File: src/rtl/ro_puf_ctrl.sv
// ro_puf_ctrl: challenge sequencer for the ring-oscillator PUF.
//
// For each of RESP_BITS oscillator pairs the controller selects oscillator
// (challenge+idx) in bank A and (challenge+idx+16) in bank B, clears both
// edge counters for one cycle, enables the oscillators for WINDOW cycles,
// waits SETTLE cycles for the counters to freeze, then compares the counts
// to produce one response bit.
//
// Ports
//   clk        system clock
//   rst_n      asynchronous reset, active-high (asserted when rst_n == 1)
//   start      begin an evaluation; only looked at while idle
//   abort      synchronous cancel of a running evaluation
//   challenge  base oscillator index, captured when start is accepted
//   count_a    bank A edge count
//   count_b    bank B edge count
//   ro_en      oscillator enable to both banks
//   cnt_clr    counter clear to both banks
//   sel_a      bank A oscillator select
//   sel_b      bank B oscillator select
//   busy       evaluation in progress
//   done       one-cycle pulse, response/tie valid
//   response   last completed response
//   tie        some pair compared equal in the last completed evaluation
module ro_puf_ctrl #(
    parameter int COUNT_W   = 8,
    parameter int WINDOW    = 64,
    parameter int SETTLE    = 4,
    parameter int RESP_BITS = 8
) (
    input  logic                 clk,
    input  logic                 rst_n,
    input  logic                 start,
    input  logic                 abort,
    input  logic [4:0]           challenge,
    input  logic [COUNT_W-1:0]   count_a,
    input  logic [COUNT_W-1:0]   count_b,
    output logic                 ro_en,
    output logic                 cnt_clr,
    output logic [4:0]           sel_a,
    output logic [4:0]           sel_b,
    output logic                 busy,
    output logic                 done,
    output logic [RESP_BITS-1:0] response,
    output logic                 tie
);

    typedef enum logic [2:0] {
        S_IDLE,
        S_CLEAR,
        S_RUN,
        S_SETTLE,
        S_COMPARE,
        S_DONE
    } state_t;

    // One timer serves both the RUN window and the SETTLE wait.
    localparam int TMAX = (WINDOW > SETTLE) ? WINDOW : SETTLE;
    localparam int TW   = $clog2(TMAX + 1);

    state_t                state, nxt;
    logic [TW-1:0]         tmr;
    logic [4:0]            ch_reg;
    logic [4:0]            idx;
    logic [RESP_BITS-1:0]  shreg, shreg_nxt;
    logic                  tie_acc;

    logic last_win, last_set, last_bit, cmp_bit, cmp_eq;

    assign last_win = (tmr == TW'(WINDOW - 1));
    assign last_set = (tmr == TW'(SETTLE - 1));
    assign last_bit = (idx == 5'(RESP_BITS - 1));
    assign cmp_bit  = (count_a > count_b);
    assign cmp_eq   = (count_a == count_b);

    // 5-bit adds wrap modulo 32 on their own; the +16 offset keeps the two
    // selects distinct for any challenge/idx.
    assign sel_a = ch_reg + idx;
    assign sel_b = sel_a + 5'd16;

    assign ro_en   = (state == S_RUN);
    assign cnt_clr = (state == S_CLEAR);
    assign busy    = (state != S_IDLE);
    assign done    = (state == S_DONE);

    always_comb begin
        nxt = state;
        case (state)
            S_IDLE:    if (start && !abort) nxt = S_CLEAR;
            S_CLEAR:   nxt = S_RUN;
            S_RUN:     if (last_win) nxt = S_SETTLE;
            S_SETTLE:  if (last_set) nxt = S_COMPARE;
            S_COMPARE: nxt = last_bit ? S_DONE : S_CLEAR;
            S_DONE:    nxt = S_IDLE;
            default:   nxt = S_IDLE;
        endcase
        if (abort && state != S_IDLE) nxt = S_IDLE;
    end

    // Shift register with the current comparison merged in at position idx.
    always_comb begin
        shreg_nxt = shreg;
        for (int i = 0; i < RESP_BITS; i++) begin
            if (idx == 5'(i)) shreg_nxt[i] = cmp_bit;
        end
    end

    always_ff @(posedge clk or posedge rst_n) begin
        if (rst_n) state <= S_IDLE;
        else       state <= nxt;
    end

    always_ff @(posedge clk or posedge rst_n) begin
        if (rst_n) begin
            tmr      <= '0;
            ch_reg   <= '0;
            idx      <= '0;
            shreg    <= '0;
            tie_acc  <= 1'b0;
            response <= '0;
            tie      <= 1'b0;
        end else begin
            // Timer runs while staying in RUN/SETTLE, restarts on any exit.
            if ((state == S_RUN || state == S_SETTLE) && nxt == state)
                tmr <= tmr + TW'(1);
            else
                tmr <= '0;

            if (state == S_IDLE && nxt == S_CLEAR) begin
                ch_reg  <= challenge;
                idx     <= '0;
                shreg   <= '0;
                tie_acc <= 1'b0;
            end

            // nxt == S_IDLE here means abort: the partial result is dropped.
            if (state == S_COMPARE && nxt != S_IDLE) begin
                shreg   <= shreg_nxt;
                tie_acc <= tie_acc | cmp_eq;
                if (nxt == S_CLEAR) idx <= idx + 5'd1;
                // Publish on entry to DONE so response/tie are valid with done.
                if (nxt == S_DONE) begin
                    response <= shreg_nxt;
                    tie      <= tie_acc | cmp_eq;
                end
            end
        end
    end

endmodule

File: config.mk
export PLATFORM = sky130hd
export DESIGN_NAME = ro_puf_ctrl
export DESIGN_NICKNAME = d
export VERILOG_FILES = /design/src/rtl/ro_puf_ctrl.sv
export SDC_FILE = /design/constraint.sdc
export NUM_CORES = 1
export LEC_CHECK = 0
export BUFFER_PORTS_ARGS = -buffer_cell sky130_fd_sc_hd__clkbuf_2
export CAP_MARGIN = 0
export CORE_MARGIN = 2
export CORE_UTILIZATION = 57
export CTS_BUF_LIST = sky130_fd_sc_hd__clkbuf_8
export DETAILED_ROUTE_END_ITERATION = 8
export GPL_TIMING_DRIVEN = 0
export HOLD_SLACK_MARGIN = 0.03
export PLACE_DENSITY = 0.92
export SYNTH_ARGS = -nofsm -noshare
export SYNTH_HDL_FRONTEND = slang
export SYNTH_SLANG_ARGS = --single-unit
File: constraint.sdc
create_clock -name clk -period 2.6 [get_ports clk]
set_clock_uncertainty 0.15 [all_clocks]
set_input_delay 0 -clock clk [delete_from_list [all_inputs] [get_ports clk]]
set_output_delay 0 -clock clk [all_outputs]
set_load 0.01 [all_outputs]
==> impl_summary.txt <==
----------------------------------------------------
[Status]
  Status ... complete, no violations

[CTS]
  Cell at the root of the clock tree ... clkbuf_8
  Clock tree from TritonCTS ... yes
  Number of H-tree levels ... 2
  Post CTS Setup Buffer Count ... 0
  TritonCTS Buffers ... 5
  Clock latency of the later-clocked register in the worst-skew pair ... 0.29 ns
  Clock transition at the registers of the reported paths ... about 0.08 ns
  Hold-fix buffer count after cts ... 8
  Cts repair resizes ... 0
  Maximum number of buffers from clock root to sink ... 2
  Clock sink total ... 37

[Routing]
  Routed wire per std cell ... 13.9 um
  Routed via count divided by cell count ... 5.63
  Detail Route Antenna Nets ... 0
  Drt total wl ... around 4.8 mm
  Post-detailed-route DRC marker count ... 0
  Drt first-iter violations ... 150
  Vias ... around 1900
  First-pass DRT Iterations ... 4

[Pwr]
  Net switching power ... 380 uW
  Power share of the clock group ... 0.316
  Register share of total power ... 0.456
  Cell internal power dissipation ... 961 uW
  Pwr/cell area ... between 400 and 500 mW/mm2
  Highest ir drop seen on vdd ... roughly 380 uV
  Share of total power consumed by net switching ... 0.284
  Static Leak ... ~0.0014 uW
  Proportion of power drawn by combinational gates ... 0.228

[Worst setup path]
  WP data required ... 2.45 ns
  Data arrival time of the critical path ... about 2.1 ns
  Type of origin of the critical path ... flip-flop
  Path type of the worst setup path ... flip-flop to primary output
  Startpoint of the worst register-to-register path ... idx[0]
  Worst reg-to-reg setup slack ... 0.56 ns
  Nature of the critical path endpoint ... primary output
  R2R depth ... 5
  Max FO, Critical Path ... 7
  Reg2Reg Capture Point ... response[6]

[Synth]
  Fraction of synthesized cell area in xor and xnor cells ... 0.0383
  Simple logic cell fraction of the synthesized area ... 0.190
  Proportion of synthesized area in mux cells ... 0.0383
  Most common cell in the synthesized netlist ... dfrtp_1
  Nets in the synthesized netlist ... 270
  Largest cells by area after synthesis ... dfrtp_1 40%, ha_1 9.3%, o41ai_1 4.2%
  Adder and majority cell fraction of the synthesized area ... 0.102
  Library cells used by synthesis ... 46
  Netlist area before placement ... around 0.0023 mm2
  Average cell area after synthesis ... 10.1 um2
  Synth area leader ... dfrtp_1
  Yosys top cell area share ... 0.404
  Most frequently used flop master after synthesis ... dfrtp_1
  Synth Warn # ... 0
  Post-synthesis sequential area ratio ... 0.404
  Number of synthesized flops with an enable pin ... 0
  Dominant combinational cell family by area after synthesis ... simple AND/OR/NAND/NOR gates
  Most instantiated cells after synthesis ... 37 x dfrtp_1, 17 x ha_1, 16 x inv_1, 16 x nand2_1, 13 x nor2_1
  Mapped Cells ... 227
  Post-synthesis compound-gate area fraction ... 0.158
  FF+latch count, synth ... 37
  Fraction of registers with async set or reset after synthesis ... 1.00

[Die]
  Die height ... 67.4 um
  Core region area ... 0.00394 mm2
  Die footprint ... 0.00454 mm2
  Number of top-level design ports ... 48
  Std-Cell Rows ... 23
  Die extent in x ... 67.4 um
  Initial standard-cell utilization of the core ... 0.581

[Finish]
  Footprint of the multi-input gates ... about 0.0012 mm2
  Largest registers ... response x8, shreg x7, tmr x7
  Count of fill cells added during filler insertion ... 303
  Number of antenna cells inserted ... 0
  Number of standard cells in the final layout excluding fillers ... 342
  Area taken by flip-flops and latches ... 926 um2
  Post-layout nets ... 334
  Area Overhead vs Synth ... 23.1%
  Register with the highest flop count ... response
  Fraction of layout instances using a drive strength above 1 ... 0.291
  Max FFs per register ... 8

[Place]
  Routability-driven placement congestion ratio ... roughly 0.83
  Number of I/O port buffers ... 47
  Hpwl dp ... 3.61 mm
  Cell count after placement ... 326

[Global routing]
  Residual overflow from global routing ... 0
  Pin count of the biggest net entering global routing ... 16
  Vias in the first global route ... roughly 1800
  Total global-route track usage ... 0.233
  Global-route wire length before repair ... 7.89 mm
  Number of antenna violations at the first check in global routing ... 0

[STA]
  Setup repair after global routing missed its margin ... no
  Number of failing setup endpoints in the final timing report ... 0
  Final setup TNS ... 0 ns
  Worst slew pin tran ... between 0.5 and 0.6 ns
  Fmax ... between 400 and 500 MHz
  Final critical delay including setup and external delays ... 2.24 ns
  Final Max Slew Viols ... 0
  Final hold vios ... 0
  Final critical-path share of the clock period ... 0.863
  Remaining max-slew budget at the tightest pin ... 0.655

[Flow run]
  Maximum Capacitance Violations ... 0

[Worst hold path]
  Worst min path class ... input pin to async pin

----------------------------------------------------
critical path, stage by stage, from the launching register on:
cell and delay, ns:
dfrtp_1 0.48, ha_1 0.21, inv_1 0.05, fa_1 0.39, nor2b_1 0.11, o21ai_0 0.08, nand2b_1 0.13, xor2_1 0.18
clkbuf_2 0.16
final cells by class:
class                           count  share of cell area
Timing Repair Buffer               57               0.131
Inverter                           16              0.0213
Clock buffer                        6              0.0293
Buffer                             18              0.0355
Clock inverter                      2             0.00488
Multi-Input combinational cell    156               0.427
Sequential cell                    37               0.328
Tap cell                           50              0.0222
cells in the final DEF, fill, tap and decap left out, drive strengths merged, types with 2 or more instances in the layout:
cell type	count
clkbuf	57
dfrtp	37
ha	17
nand2	17
inv	16
buf	16
nor2	13
o41ai	11
nor3	9
o21ai	8
o211ai	8
dlygate4sd3	8
a21oi	6
mux2	6
xnor2	6
nand4	5
nand3	5
xor2	4
nand3b	4
a21o	3
nand2b	3
a21boi	3
a31oi	3
nand4bb	2
or4	2
nor2b	2
nor3b	2
mux2i	2
or4b	2
clkinv	2
layer usage:
metal | global-route usage | wire length, um
met5 | 0 | 0
met1 | 0.270 | 2050
met4 | 0.0765 | 68
met2 | 0.421 | 2470
met3 | 0.0533 | 178
logic make-up after synthesis:
group,count (synthesis)
AND/OR/NAND/NOR,72
multiplexers,8
XOR/XNOR,10
buffers and inverters,34
adder cells (fa/ha/maj),18
flip-flops,37
AO/OA/AOI/OAI,48
metrics by stage:
stage / hold WS, ns / instance area, um2 / util / power (uW) / setup WS [ns]
6_report: 0.0989 / 2820 / 0.715 / 1340 / 0.357
5_1_grt: 0.115 / 2820 / 0.715 / 1420 / 0.190
4_1_cts: 0.0960 / 2820 / 0.715 / 1350 / 0.401
3_5_place_dp: -0.146 / 2640 / 0.670 / 920 / 0.574
3_3_place_gp: 0.0850 / 2590 / 0.656 / 900 / 0.611
2_1_floorplan: -0.0869 / 2290 / - / 812 / 0.712
worst max-delay path by stage:
stage / from / end / slack [ns] / cells past startpoint
final: idx[0] / sel_a[4] / 0.36 / 8
after global routing: idx[0] / sel_a[4] / 0.19 / 8
after CTS: idx[0] / sel_a[4] / 0.40 / 8
after detailed placement: idx[0] / response[0] / 0.57 / 7
after global placement: tmr[0] / tmr[1] / 0.61 / 5
after floorplan: tmr[0] / tmr[1] / 0.71 / 5
power groups by stage:
stage	Sequential (uW)	Clock [uW]	Combinational, uW
after floorplan	619	0	192
after global placement	622	0	278
after detailed placement	623	0	297
after CTS	612	429	308
after global routing	616	461	339
final	612	424	306
Power figures use the tool's default switching activity.
